<file path="src/rtl/left_barrel_rotator_seq_pkg.sv">
// Shared types and defaults for the sequential left barrel rotator.
package rotator_pkg;

    localparam int ROT_WIDTH = 8;

    typedef enum logic [1:0] {
        IDLE  = 2'd0,
        SHIFT = 2'd1,
        DONE  = 2'd2
    } rot_state_t;

endpackage

</file>
<file path="src/rtl/left_barrel_rotator_seq_if.sv">
// Producer/consumer handshake bundle for the left barrel rotator.
interface left_barrel_rotator_seq_if
    import rotator_pkg::*;
#(
    parameter int WIDTH = ROT_WIDTH
);
    localparam int SHIFT_W = $clog2(WIDTH);

    logic               in_valid;
    logic               in_ready;
    logic [WIDTH-1:0]   d;
    logic [SHIFT_W-1:0] s;
    logic               out_valid;
    logic               out_ready;
    logic [WIDTH-1:0]   q;
    logic               busy;

    modport slave (
        input  in_valid, d, s, out_ready,
        output in_ready, out_valid, q, busy
    );

    modport master (
        output in_valid, d, s, out_ready,
        input  in_ready, out_valid, q, busy
    );

endinterface

</file>
<file path="src/rtl/left_barrel_rotator_seq_stage.sv">
// One power-of-two left-rotate stage built from per-bit 2:1 mux cells.
module mux_2x1 (
    input  logic i_a,
    input  logic i_b,
    input  logic i_sel,
    output logic o_y
);
    assign o_y = i_sel ? i_b : i_a;
endmodule

module rotl_pow2_stage #(
    parameter int WIDTH = 8,
    parameter int IDX_W = $clog2(WIDTH)
) (
    input  logic [WIDTH-1:0] i_data,
    input  logic [IDX_W-1:0] i_idx,
    input  logic             i_en,
    output logic [WIDTH-1:0] o_data
);
    logic [IDX_W:0]     w_amt;
    logic [WIDTH-1:0]   w_rot;

    // 2^idx never exceeds WIDTH/2, so both shift terms stay in range.
    assign w_amt = (IDX_W+1)'(1) << i_idx;
    assign w_rot = (i_data << w_amt) | (i_data >> ((IDX_W+1)'(WIDTH) - w_amt));

    for (genvar i = 0; i < WIDTH; i++) begin : g_bit
        mux_2x1 u_mux (
            .i_a   (i_data[i]),
            .i_b   (w_rot[i]),
            .i_sel (i_en),
            .o_y   (o_data[i])
        );
    end
endmodule

</file>
<file path="src/rtl/left_barrel_rotator_seq.sv">
// Sequential left barrel rotator: one power-of-two stage per clock, MSB amount first.
//  state | meaning
//  IDLE  | ready for a new word
//  SHIFT | applying stage cnt, counting down to 0
//  DONE  | result on q, waiting for out_ready
module left_barrel_rotator_seq
    import rotator_pkg::*;
#(
    parameter int WIDTH = ROT_WIDTH
) (
    input  logic                     clk,
    input  logic                     rst_n,
    left_barrel_rotator_seq_if.slave rot
);
    localparam int SHIFT_W = $clog2(WIDTH);

    localparam logic [1:0] S_IDLE  = IDLE;
    localparam logic [1:0] S_SHIFT = SHIFT;
    localparam logic [1:0] S_DONE  = DONE;

    logic [1:0]         r_state;
    logic [WIDTH-1:0]   r_data;
    logic [SHIFT_W-1:0] r_amt;
    logic [SHIFT_W-1:0] r_cnt;
    logic [WIDTH-1:0]   w_stage;
    logic               w_en;

    assign w_en = r_amt[r_cnt];

    rotl_pow2_stage #(
        .WIDTH (WIDTH),
        .IDX_W (SHIFT_W)
    ) u_stage (
        .i_data (r_data),
        .i_idx  (r_cnt),
        .i_en   (w_en),
        .o_data (w_stage)
    );

    always_ff @(posedge clk or negedge rst_n) begin
        if (!rst_n) begin
            r_state <= S_IDLE;
            r_data  <= '0;
            r_amt   <= '0;
            r_cnt   <= '0;
        end else begin
            case (r_state)
                S_IDLE: begin
                    if (rot.in_valid) begin
                        r_data  <= rot.d;
                        r_amt   <= rot.s;
                        r_cnt   <= SHIFT_W'(SHIFT_W - 1);
                        r_state <= S_SHIFT;
                    end
                end
                S_SHIFT: begin
                    r_data <= w_stage;
                    if (r_cnt == '0) begin
                        r_state <= S_DONE;
                    end else begin
                        r_cnt <= r_cnt - 1'b1;
                    end
                end
                S_DONE: begin
                    if (rot.out_ready) begin
                        r_state <= S_IDLE;
                    end
                end
                default: r_state <= S_IDLE;
            endcase
        end
    end

    assign rot.in_ready  = (r_state == S_IDLE);
    assign rot.out_valid = (r_state == S_DONE);
    assign rot.busy      = (r_state != S_IDLE);
    assign rot.q         = r_data;

endmodule

</file>
<file path="src/flat_wrapper.sv">
// flat-port wrapper written by rule: the top's interface ports become plain ports
module left_barrel_rotator_seq_flat import rotator_pkg::*;
#(
    parameter int WIDTH = ROT_WIDTH
)
  (clk, rst_n, rot_in_valid, rot_d, rot_s, rot_out_ready, rot_in_ready, rot_out_valid, rot_q, rot_busy);
  left_barrel_rotator_seq_if #(.WIDTH(WIDTH)) rot_i ();
  input  logic clk;
  input  logic rst_n;
  input wire logic [$bits(rot_i.in_valid)-1:0] rot_in_valid;
  input wire logic [$bits(rot_i.d)-1:0] rot_d;
  input wire logic [$bits(rot_i.s)-1:0] rot_s;
  input wire logic [$bits(rot_i.out_ready)-1:0] rot_out_ready;
  output wire logic [$bits(rot_i.in_ready)-1:0] rot_in_ready;
  output wire logic [$bits(rot_i.out_valid)-1:0] rot_out_valid;
  output wire logic [$bits(rot_i.q)-1:0] rot_q;
  output wire logic [$bits(rot_i.busy)-1:0] rot_busy;
  assign rot_i.in_valid = rot_in_valid;
  assign rot_i.d = rot_d;
  assign rot_i.s = rot_s;
  assign rot_i.out_ready = rot_out_ready;
  assign rot_in_ready = rot_i.in_ready;
  assign rot_out_valid = rot_i.out_valid;
  assign rot_q = rot_i.q;
  assign rot_busy = rot_i.busy;
  left_barrel_rotator_seq #(.WIDTH(WIDTH)) u_core (.clk(clk), .rst_n(rst_n), .rot(rot_i));
endmodule
</file>
<file path="config.mk">
export PLATFORM = sky130hd
export DESIGN_NAME = left_barrel_rotator_seq_flat
export DESIGN_NICKNAME = d
export VERILOG_FILES = /design/src/rtl/left_barrel_rotator_seq_pkg.sv /design/src/rtl/left_barrel_rotator_seq_if.sv /design/src/rtl/left_barrel_rotator_seq_stage.sv /design/src/rtl/left_barrel_rotator_seq.sv /design/src/flat_wrapper.sv
export SDC_FILE = /design/constraint.sdc
export NUM_CORES = 1
export LEC_CHECK = 0
export ABC_AREA = 1
export BUFFER_PORTS_ARGS = -buffer_cell sky130_fd_sc_hd__clkbuf_2
export CAP_MARGIN = 20
export CORE_MARGIN = 8
export CORE_UTILIZATION = 56
export CTS_BUF_LIST = sky130_fd_sc_hd__clkbuf_8 sky130_fd_sc_hd__clkbuf_16
export CTS_CLUSTER_SIZE = 16
export DETAILED_ROUTE_END_ITERATION = 10
export MAX_ROUTING_LAYER = met4
export PLACE_DENSITY_LB_ADDON = 0.2
export RECOVER_POWER = 25
export SLEW_MARGIN = 40
export SYNTH_ARGS = -nofsm -noshare
export SYNTH_HDL_FRONTEND = slang
export SYNTH_SLANG_ARGS = --single-unit
export TNS_END_PERCENT = 20
</file>
<file path="constraint.sdc">
create_clock -name clk -period 2.8 [get_ports clk]
set_input_delay 0.28 -clock clk [delete_from_list [all_inputs] [get_ports clk]]
set_output_delay 0.28 -clock clk [all_outputs]
set_load 0.01 [all_outputs]
</file>
==> impl_results.md, run 1 <==
- Cell internal pwr: 1105 uW
- Root Driver: clkbuf_8
- RSZ-0062 raised after global routing: false
- Async set-reset flop share out of synthesis: 1.000
- Synth top cells by count: nand2_1 (82), nand3_1 (39), nor2_1 (32)
- Top cells by area, synth: dfrtp_1 (27%), nand2_1 (21%), nand3_1 (13%), nor2_1 (8.0%), inv_1 (6.5%)
- Final net count: 286
- Run status: finished clean
- Gr busiest metal: met2
- CP max-delay cell: dfrtp_1
- Ys flop type: dfrtp_1
- Maximum vdd drop: 0.8076 mV
- Total track usage: 0.2065
- Reg-to-reg slack, setup: 0.45 ns
- Core footprint: 2500 sq um
- Top cell type's share of synthesized area: 0.2671
- Critical path type: flop to flop
- Wire per inst: 13.96 um
- Via count: 1555
- Period utilisation layout: 0.8406
- Pleak: 0.0009595 uW
- Initial core utilization: 0.5996
- Reg2reg path depth: 10
- Site Rows: 18
- Cell area after synthesis: 1499 sq um
- Sequential area share after synthesis: 0.2671
- TritonCTS clock tree: built
- Worst setup margin: 0.4464 ns
- Comb pwr share: 0.738
- Die Wd: 67.74 um
- Drt drc: 0
- Fillers: 235
- CP Max Fanout: 13
- Clock skew: 0.002823 ns
- # IOs: 26
- Maxcap violations: 0
- Most frequent cell after synthesis: nand2_1
- Mapped Nets: 265
- Met2 Use GR: 0.2982
- Crit path arrival time: 2.51 ns
- Final worst path period need: 2.354 ns
- Chip height: 67.74 um
- Die area: 4588 sq um
- Largest stage delay on the critical path: 0.43 ns
- Clock latency on the worst-skew pair: 0.26 ns
- Setup crit start: u_core.r_cnt[0]$_DFFE_PN0P_
- Routed Antenna Nets: 0
- DRC violation total after the first TritonRoute iteration: 154
- Worst path required time: 2.96 ns
- R2r startpoint: u_core.r_cnt[0]$_DFFE_PN0P_
- CP Cell Sequence: inv_1, ha_1, nand2_2, ha_1, xnor2_2, nand3_1, nand3_1, nand2_1, nand2_1, nand2_1
- Avg Cell Area, Syn: 6.143 sq um
- Crit path capture type: flop
- Post-cts resize count: 0
- Synth area leader: dfrtp_1
- Vias in the first global route: 1445
- Area Overhead vs Synth: 10.27%
- Fmax: 424.9 MHz
- Critical Path End: u_core.rot.q[0]$_DFFE_PN0P_
- RD Place Congestion: 1.035
- Reg2reg end: u_core.rot.q[0]$_DFFE_PN0P_
- Sw Ratio: 0.5637
- DRT Pass-1 Iters: 4
- Setup crit start kind: flop
- CTS buffer count: 3
- Reg power frac: 0.177
- Post-DP HPWL: 3243 um
- Total grt overflow: 0
- Antenna cells: 0
- CTS sink cnt: 16
- Synth Register Bits: 16
- Finish-stage setup viols: 0
- Final TNS setup: 0 ns
- Pwr/cell area: 1532 nW/um^2
- Via density: 5.289
- Deepest clock path buffer count: 2
- Distinct cells, synth: 24
- HP Start: rot_s[2]
- Met1 usage: 0.2673
- Setup Fix Bufs, Post-CTS: 0
- Largest net degree at the start of global routing: 17
- Cts hold-fix bufs: 1
- Htree depth: 1
- Share of cells above drive strength 1: 0.1667
- Cells after Synth: 244
- Met3 global-route usage: 0.04636
- Synth warn: 0
- Reg clk slew, reported paths: 0.07 ns
- Buffers added on ports: 25
- WL final: 4105 um
- First-pass GRT wire length: 6893 um
- Final hold vios: 0
- Worst slack, placed: 0.4893 ns
- Net Switching: 1427 uW
- Slew HR: 0.3671
- Top cell by count, worst path: nand2_1
- Clock power share: 0.085
- Min-delay worst type: input port to flop
- Initial antenna violation count: 0
- Worst slew pin tran: 0.9494 ns
- Post-synth EDFFs: 0
- Max Slew Vio Count: 0
## sequential cells by signal (all words and copies together) (netlist names)
| name | flops |
|---|---|
| u_core.r_cnt | 3 |
| u_core.r_state | 2 |
| u_core.rot.q | 8 |
| u_core.r_amt | 3 |
## worst max-delay path, delay by kind of cell, from the launching register on
family / cells / cell delay [ns]
xor+xnor: 1 / 0.34
fa+ha+maj: 2 / 0.64
buf+inv: 1 / 0.17
flops: 1 / 0.43
simple gates: 6 / 0.67
## area by class of cell
type | instances | area (sq um) | share of cell area
Clock buffer | 4 | 55.05 | 0.03331
Timing Repair Buffer | 27 | 141.4 | 0.08554
Multi-Input combinational cell | 188 | 909.6 | 0.5503
Inverter | 29 | 108.9 | 0.06586
Sequential cell | 16 | 400.4 | 0.2422
Tap cell | 30 | 37.54 | 0.02271
## metrics by stage
| stage | std cells | utilization | hold slack (ns) | power [uW] | area, sq um |
|---|---|---|---|---|---|
| 6_report | 294 | 0.6612 | 0.2171 | 2532 | 1653 |
| 5_1_grt | 294 | 0.6612 | 0.2342 | 2817 | 1653 |
| 4_1_cts | 294 | 0.6617 | 0.2149 | 2519 | 1654 |
| 3_5_place_dp | 289 | 0.6356 | 0.2461 | 2291 | 1589 |
| 3_3_place_gp | 289 | 0.6356 | 0.2359 | 2293 | 1589 |
| 2_1_floorplan | 244 | - | -0.01559 | 1920 | 1499 |
## layer usage
layer / wire, um / share of wire
met3: 292 / 0.071
met4: 99 / 0.024
met2: 1844 / 0.45
met1: 1868 / 0.46
met5: 0 / 0
## power by group through the flow
| stage | clock [uW] | combinational [uW] | sequential (uW) |
|---|---|---|---|
| 2_1_floorplan | 0 | 1500 | 423 |
| 3_3_place_gp | 0 | 1850 | 444 |
| 3_5_place_dp | 0 | 1840 | 454 |
| 4_1_cts | 221 | 1850 | 449 |
| 5_1_grt | 237 | 2120 | 464 |
| 6_report | 216 | 1870 | 447 |
## cell usage in the layout (no fill, tap or decap)
cell type      Yosys  routed
a31oi_1            1       1
o21ai_0            4       4
ha_1               6       6
buf_4              8       1
inv_2              3       3
dlygate4sd3_1      0       1
o22ai_1            1       1
nor2_1            32      32
nand4_1            1       1
dfrtp_1           16      16
a21oi_1            7       7
nand3_2            1       1
xor2_1             1       1
inv_1             26      26
clkbuf_2           0      24
nor2_2             2       2
o211ai_1           2       2
nand2_1           82      82
xnor2_2            1       1
xor2_2             1       1
clkbuf_1           1       1
nand3_1           39      39
clkbuf_8           0       4
nand2_2            4       4
nand2_4            3       3
## how the worst min path moves through the flow
stage / slack (ns) / endpoint / cells past startpoint
finish: 0.22 / u_core.r_amt[2]$_DFFE_PN0P_ / 3
global route: 0.23 / u_core.r_amt[2]$_DFFE_PN0P_ / 3
CTS: 0.21 / u_core.r_amt[2]$_DFFE_PN0P_ / 3
detailed placement: 0.25 / u_core.r_state[0]$_DFFE_PN0P_ / 1
global placement: 0.24 / u_core.r_state[0]$_DFFE_PN0P_ / 1
floorplan: -0.02 / u_core.r_amt[0]$_DFFE_PN0P_ / 0
## kinds of logic after synthesis
logic type,after synthesis,synth area share
buf+inv,40,0.1260
compound gates,15,0.05509
fa+ha+maj,6,0.05008
xor+xnor,3,0.02755
flops,16,0.2671
simple gates,164,0.4741
(Power assumes the default switching activity.)
==> run 2, diff against run 1 <==
--- a/config.mk
+++ b/config.mk
@@ -5,11 +5,11 @@
 export SDC_FILE = /design/constraint.sdc
 export NUM_CORES = 1
 export LEC_CHECK = 0
-export ABC_AREA = 1
+export ABC_AREA = 0
 export BUFFER_PORTS_ARGS = -buffer_cell sky130_fd_sc_hd__clkbuf_2
 export CAP_MARGIN = 20
 export CORE_MARGIN = 8
-export CORE_UTILIZATION = 56
+export CORE_UTILIZATION = 57
 export CTS_BUF_LIST = sky130_fd_sc_hd__clkbuf_8 sky130_fd_sc_hd__clkbuf_16
 export CTS_CLUSTER_SIZE = 16
 export DETAILED_ROUTE_END_ITERATION = 10
==> constraint.sdc (replaced) <==
create_clock -name clk -period 2.34 [get_ports clk]
set_input_delay 0.234 -clock clk [delete_from_list [all_inputs] [get_ports clk]]
set_output_delay 0.234 -clock clk [all_outputs]
set_load 0.01 [all_outputs]
==> impl_results.md, run 2 <==
- Reg clk slew, reported paths: 0.07 ns (about the same)
- Synth area leader: dfrtp_1
- Metal-1 WL: 1905 um (+2.0%)
- Wire length on met2: 2445 um (+33%)
- Crit path capture type: flop
- Run status: finished clean
- Clock skew: 0.006825 ns (+0.004002 ns)
- Period utilisation layout: 0.9580 (+0.1175)
- Commonest cells after routing, fill and taps aside: clkbuf_2 (24), nand2_1 (17), dfrtp_1 (15), buf_4 (14)
- Total grt overflow: 0 (unchanged)
- Largest net degree at the start of global routing: 20 (+3)
- Core Util, Final: 0.6806 (+0.01942)
- Most frequent cell after synthesis: nand2_1
- Max Slew Vio Count: 0 (unchanged)
- Cells after Synth: 197 (-19%)
- Area of the multi-input gates: 1104 sq um (+21%)
- Reg2reg end: u_core.rot.q[2]$_DFFE_PN0P_
- RSZ-0062 raised after global routing: false
- Share of cells above drive strength 1: 0.3256 (+0.1589)
- Via count: 1666 (+7.1%)
- HP Start: rot_s[1]
- Synth Register Bits: 16 (unchanged)
- Avg Cell Area, Syn: 8.346 sq um (+36%)
- Met3 WL: 359 um (+23%)
- Htree depth: 1 (unchanged)
- Sequential area share after synthesis: 0.2435 (-0.02358)
- Reg2reg path depth: 10 (unchanged)
- Worst slack, placed: 0.03545 ns (-0.4538 ns)
- Crit path arrival time: 2.37 ns (-0.14 ns)
- Reg-to-reg slack, setup: 0.1 ns (-0.35 ns)
- Most common cell after layout, fill and taps aside: clkbuf_2
- Chip height: 69.71 um (+2.9%)
- Top routing layer in use: met4
- Hold Path Cell Cnt: 2 (-1)
- Setup crit start kind: flop
- Top cells by area, synth: dfrtp_1 (24%), buf_4 (6.4%), mux2i_1 (4.9%), ha_1 (4.6%), mux2_2 (4.1%)
- Drt drc: 0 (unchanged)
- WHS Endpoint: u_core.r_amt[1]$_DFFE_PN0P_
- Final TNS setup: 0 ns (unchanged)
- Worst path required time: 2.47 ns (-0.49 ns)
- Vias in the first global route: 1591 (+10%)
- Routed Antenna Nets: 0 (unchanged)
- Max reg flops: 8 (unchanged)
- Maximum vdd drop: 1.253 mV (+55%)
- CTS sink cnt: 16 (unchanged)
- Site Rows: 19 (+1)
- Post-synth EDFFs: 0 (unchanged)
- Synth warn: 0 (unchanged)
- # IOs: 26 (unchanged)
- DRT Pass-1 Iters: 4 (unchanged)
- DRC violation total after the first TritonRoute iteration: 228 (+48%)
- Final worst path period need: 2.242 ns (-0.1118 ns)
- Final net count: 237 (-17%)
- Via density: 6.772 (+28%)
- RD Place Congestion: 0.9973 (-3.6%)
- Pwr/cell area: 1872 nW/um^2 (+22%)
- CTS buffer count: 3 (unchanged)
- Pleak: 0.0008091 uW (-16%)
- Register area: 401.6 sq um (+0.31%)
- First-pass GRT wire length: 7707 um (+12%)
- CP Max Fanout: 5 (-8)
- Worst setup margin: 0.09819 ns (-0.3482 ns)
- Fmax: 446.1 MHz (+5.0%)
- Min-delay worst type: input port to flop
- Cell area after synthesis: 1644 sq um (+9.7%)
- Finish-stage setup viols: 0 (unchanged)
- Final hold vios: 0 (unchanged)
- Distinct cells, synth: 51 (+110%)
- Clock latency on the worst-skew pair: 0.26 ns (about the same)
- Antenna cells: 0 (unchanged)
- Area Overhead vs Synth: 14.16%
- Wire per inst: 19.65 um (+41%)
- Initial antenna violation count: 0 (unchanged)
- Slew HR: 0.3814 (+0.01432)
- Post-DP HPWL: 3551 um (+9.5%)
- WL final: 4833 um (+18%)
- Synth top cells by count: nand2_1 (17), dfrtp_1 (16), buf_4 (14)
- Total track usage: 0.1928 (-0.01365)
- Worst slew pin tran: 0.9279 ns (-0.02148 ns)
- Initial core utilization: 0.5962 (-0.003411)
- Maxcap violations: 0 (unchanged)
- Top cell type's share of synthesized area: 0.2435 (-0.02358)
- Core footprint: 2758 sq um (+10%)
- Async set-reset flop share out of synthesis: 1.000 (unchanged)
- Critical path type: flop to flop
- Die area: 4859 sq um (+5.9%)
- Fillers: 220 (-6.4%)
- R2r startpoint: u_core.r_cnt[0]$_DFFE_PN0P_
- Root Driver: clkbuf_8
- Ys flop type: dfrtp_1
- Deepest clock path buffer count: 2 (unchanged)
- TritonCTS clock tree: built
- Die Wd: 69.71 um (+2.9%)
- Buffers added on ports: 25 (unchanged)
- Mapped Nets: 218 (-18%)
-- run 2: changes by cell type after synthesis, moves of 6 or more --
cell and change:
nand2_1 -65, nand3_1 -32, nor2_1 -23, inv_1 -18, mux2i_1 +8, nor2b_1 +8, o22ai_1 +8, a31oi_1 +6
buf_4 +6, mux2_2 +6, o21ai_0 +6
-- run 2: layout make-up --
class | count | share of cell area
inverters | 9 | 0.02067
flip-flops and latches | 16 | 0.2140
multi-input cells | 146 | 0.5880
clock buffers | 4 | 0.02933
repair buffers | 40 | 0.1273
well taps | 31 | 0.02067
-- run 2: worst max-delay path by stage --
stage,start,endpoint,depth (start not counted)
after floorplan,u_core.r_cnt[1]$_DFFE_PN0P_,u_core.rot.q[2]$_DFFE_PN0P_,11
after global placement,u_core.r_cnt[0]$_DFFE_PN0P_,u_core.rot.q[2]$_DFFE_PN0P_,10
after detailed placement,u_core.r_cnt[0]$_DFFE_PN0P_,u_core.rot.q[2]$_DFFE_PN0P_,10
after CTS,u_core.r_cnt[0]$_DFFE_PN0P_,u_core.rot.q[1]$_DFFE_PN0P_,10
after global routing,u_core.r_cnt[0]$_DFFE_PN0P_,u_core.rot.q[2]$_DFFE_PN0P_,10
final,u_core.r_cnt[0]$_DFFE_PN0P_,u_core.rot.q[2]$_DFFE_PN0P_,10
-- run 2: repair_timing --
action,in CTS,in global routing
hold endpoints to repair,16,0
gates resized for setup,0,7
setup buffers,0,5
endpoints found under the setup margin,0,3
hold buffers,1,0
-- run 2: worst max-delay path, cell delays in order, from the launching register on --
cell and delay (ns):
dfrtp_2 0.46, inv_4 0.10, ha_4 0.15, nor2b_4 0.15
inv_2 0.06, ha_4 0.24, inv_4 0.07, mux4_2 0.48
mux2_2 0.27, nand2_1 0.06, a31oi_1 0.07
-- run 2: layer usage --
metal | global-route usage | up-vias
li1 | - | 753
met1 | 0.2199 | 815
met2 | 0.3279 | 84
met3 | 0.04435 | 14
met4 | 0.05804 | 0
met5 | - | -
-- run 2: cell families after synthesis --
kind of cell	share of synthesized area
AOI/OAI and AO/OA	0.2603
and+or+nand+nor	0.1888
buffers and inverters	0.1157
muxes	0.1309
DFF	0.2435
adders and majority gates	0.04566
xor gates and xnor gates	0.01522
-- run 2: stage by stage --
step           hold slack [ns]  area [sq um]  instances  total power [uW]
6_report                0.2125          1877        246              3514
5_1_grt                 0.2052          1877        246              3771
2_1_floorplan         -0.06159          1689        197              2598
4_1_cts                 0.2126          1822        241              3358
3_5_place_dp            0.1933          1757        236              3088
3_3_place_gp            0.1894          1757        236              3014
-- run 2: where the power goes --
group	internal [uW]	switching, uW	total, uW	leakage (uW)
Combinational	1190	1340	2530	0.000592
Sequential	426	301	727	0.000189
Clock	150	104	254	0.0000288
==> run 3, diff against run 2 <==
--- a/config.mk
+++ b/config.mk
@@ -14,7 +14,7 @@
 export CTS_CLUSTER_SIZE = 16
 export DETAILED_ROUTE_END_ITERATION = 10
 export MAX_ROUTING_LAYER = met4
-export PLACE_DENSITY_LB_ADDON = 0.2
+export PLACE_DENSITY = 0.8
 export RECOVER_POWER = 25
 export SLEW_MARGIN = 40
 export SYNTH_ARGS = -nofsm -noshare
==> constraint.sdc (replaced) <==
create_clock -name clk -period 2.1 [get_ports clk]
set_input_delay 0.21 -clock clk [delete_from_list [all_inputs] [get_ports clk]]
set_output_delay 0.21 -clock clk [all_outputs]
set_load 0.01 [all_outputs]
==> impl_results.md, run 3 (synthesis results as in run 2) <==
- RSZ-0062 raised after global routing: true
- Deepest clock path buffer count: 2 (unchanged)
- Via count: 1679 (+0.78%)
- Wire per inst: 18.89 um (-3.8%)
- Worst slew pin tran: 0.9800 ns (+0.05207 ns)
- Share of cells above drive strength 1: 0.3470 (+0.02145)
- Commonest cells after routing, fill and taps aside: clkbuf_2 (24), buf_4 (18), nand2_1 (17), dfrtp_1 (15)
- Core footprint: 2758 sq um (unchanged)
- Post-DP HPWL: 3604 um (+1.5%)
- Fillers: 217 (-1.4%)
- TritonCTS clock tree: built
- Worst path required time: 2.22 ns (-0.25 ns)
- RD Place Congestion: 0.9477 (-5.0%)
- Total track usage: 0.1934 (+0.0006026)
- Failing checks: negative setup slack
- Cell internal pwr: 2065 uW (+17%)
- Finish-stage setup viols: 3 (+3)
- CP Cell Sequence: inv_2, ha_4, nor2b_4, inv_2, ha_4, inv_4, mux4_2, mux2_2, nand2_1, a31oi_1
- Total grt overflow: 0 (unchanged)
- Max Slew Vio Count: 0 (unchanged)
- Min-delay worst type: input port to flop
- Largest net degree at the start of global routing: 22 (+10%)
- Hold slack final: 0.1831 ns (-0.02932 ns)
- Pleak: 0.0008361 uW (+3.3%)
- WL final: 4723 um (-2.3%)
- Clock power share: 0.069 (-0.003)
- Final net count: 241 (+1.7%)
- Initial core utilization: 0.5962 (unchanged)
- Period utilisation layout: 1.033 (+0.07488)
- Max reg flops: 8 (unchanged)
- Crit path arrival time: 2.29 ns (-0.08 ns)
- First-pass GRT wire length: 7693 um (-0.18%)
- Crit path capture type: flop
- Fmax: 461.0 MHz (+3.4%)
- Slew HR: 0.3467 (-0.03471)
- Comb pwr share: 0.736 (+0.015)
- Die area: 4859 sq um (unchanged)
- Setup crit start kind: flop
- Htree depth: 1 (unchanged)
- CP max-delay cell: mux4_2
- Site Rows: 19 (unchanged)
- Area Overhead vs Synth: 17.35%
- Die Wd: 69.71 um (unchanged)
- Largest stage delay on the critical path: 0.47 ns (about the same)
- Via density: 6.716 (-0.83%)
- Clock latency on the worst-skew pair: 0.26 ns (about the same)
- Critical path type: flop to flop
- Final TNS setup: -0.1590 ns (-0.1590 ns)
- # IOs: 26 (unchanged)
- Net Switching: 1995 uW (+14%)
- Vias in the first global route: 1579 (-0.75%)
- Routed Antenna Nets: 0 (unchanged)
- Clock skew: 0.0007332 ns (-0.006092 ns)
- DRT Pass-1 Iters: 7 (+3)
- Buffers added on ports: 25 (unchanged)
- CP Max Fanout: 4 (-1)
- Worst setup margin: -0.06912 ns (-0.1673 ns)
- Sw Ratio: 0.4914 (-0.006580)
- DRC violation total after the first TritonRoute iteration: 189 (-17%)
- Initial antenna violation count: 0 (unchanged)
- Maximum vdd drop: 1.380 mV (+10%)
- Total power draw: 4060 uW (+16%)
- Chip height: 69.71 um (unchanged)
- Reg clk slew, reported paths: 0.07 ns (about the same)
- Most common cell after layout, fill and taps aside: clkbuf_2
- Core Util, Final: 0.6996 (+0.01906)
- Reg power frac: 0.195 (-0.012)
- Drt drc: 0 (unchanged)
- Maxcap violations: 0 (unchanged)
- Final worst path period need: 2.169 ns (-0.07269 ns)
- CTS buffer count: 3 (unchanged)
- Antenna cells: 0 (unchanged)
- Root Driver: clkbuf_8
- Pwr/cell area: 2104 nW/um^2 (+12%)
- CTS sink cnt: 16 (unchanged)
- Run status: complete, but fails checks
- Final hold vios: 0 (unchanged)
==> run 3: cell count changes in the layout (fill, tap and decap cells not counted) <==
cell / delta
a221oi_2: +1
ha_2: -1
a221oi_1: -1
inv_4: -1
ha_4: +1
buf_4: +4
mux2_4: +1
mux2_2: -1
inv_2: +1
nor3_1: -1
nor3_2: +1
==> run 3: power by group through the flow <==
| stage | logic, uW | registers [uW] | clock network (uW) |
|---|---|---|---|
| 2_1_floorplan | 2330 | 590 | 0 |
| 5_1_grt | 3200 | 811 | 301 |
| 6_report | 2990 | 791 | 282 |
| 3_5_place_dp | 2820 | 788 | 0 |
| 3_3_place_gp | 2740 | 771 | 0 |
| 4_1_cts | 2890 | 777 | 291 |
==> run 3: path summary, 6_finish.rpt <==
check	start	end	slack [ns]	cells past startpoint
setup / recovery	u_core.r_cnt[0]$_DFFE_PN0P_	u_core.rot.q[2]$_DFFE_PN0P_	-0.07	10
hold / removal	rot_s[1]	u_core.r_amt[1]$_DFFE_PN0P_	0.18	2
setup reg to reg	u_core.r_cnt[0]$_DFFE_PN0P_	u_core.rot.q[2]$_DFFE_PN0P_	-0.07	10
hold reg to reg	u_core.r_amt[1]$_DFFE_PN0P_	u_core.r_amt[1]$_DFFE_PN0P_	0.51	1
max in group asynchronous	rst_n	u_core.r_cnt[0]$_DFFE_PN0P_	0.81	2
min in group asynchronous	rst_n	u_core.rot.q[2]$_DFFE_PN0P_	0.63	2
==> run 3: cell type report <==
class	count	area, sq um	area share
Clock buffer	4	55.05	0.02853
Timing Repair Buffer	44	269.0	0.1394
Tap cell	31	38.79	0.02010
Sequential cell	16	401.6	0.2082
Inverter	9	36.28	0.01881
Multi-Input combinational cell	146	1129	0.5850
==> run 3: repair_timing <==
item / 4_1_cts / 5_1_grt
hold buffers: 1 / 0
pin swaps: 1 / 0
cloned: 0 / 0
endpoints found under the setup margin: 4 / 4
setup buffers: 1 / 0
resized for setup: 4 / 3
hold endpoints to repair: 16 / 0
==> run 3: per-stage QoR <==
stage,area (sq um),std cells,worst slack [ns]
global route,1929,250,-0.1623
finish,1929,250,-0.06912
CTS,1916,250,-0.06742
global placement,1832,244,-0.08347
floorplan,1704,197,-0.2293
detailed placement,1832,244,-0.1756
==> run 3: per-layer routing <==
layer | vias up | track usage | part of all wire
met1 | 795 | 0.2266 | 0.40
met2 | 104 | 0.3145 | 0.49
li1 | 765 | - | -
met3 | 15 | 0.03290 | 0.079
met4 | 0 | 0.09152 | 0.029
met5 | - | - | 0
==> run 3: worst max-delay path: cells and delay by family (launching register included) <==
family	cells	cell delay [ns]
compound gates	1	0.07
fa+ha+maj	2	0.37
buf+inv	3	0.21
flops	1	0.44
mux	2	0.74
simple gates	2	0.20
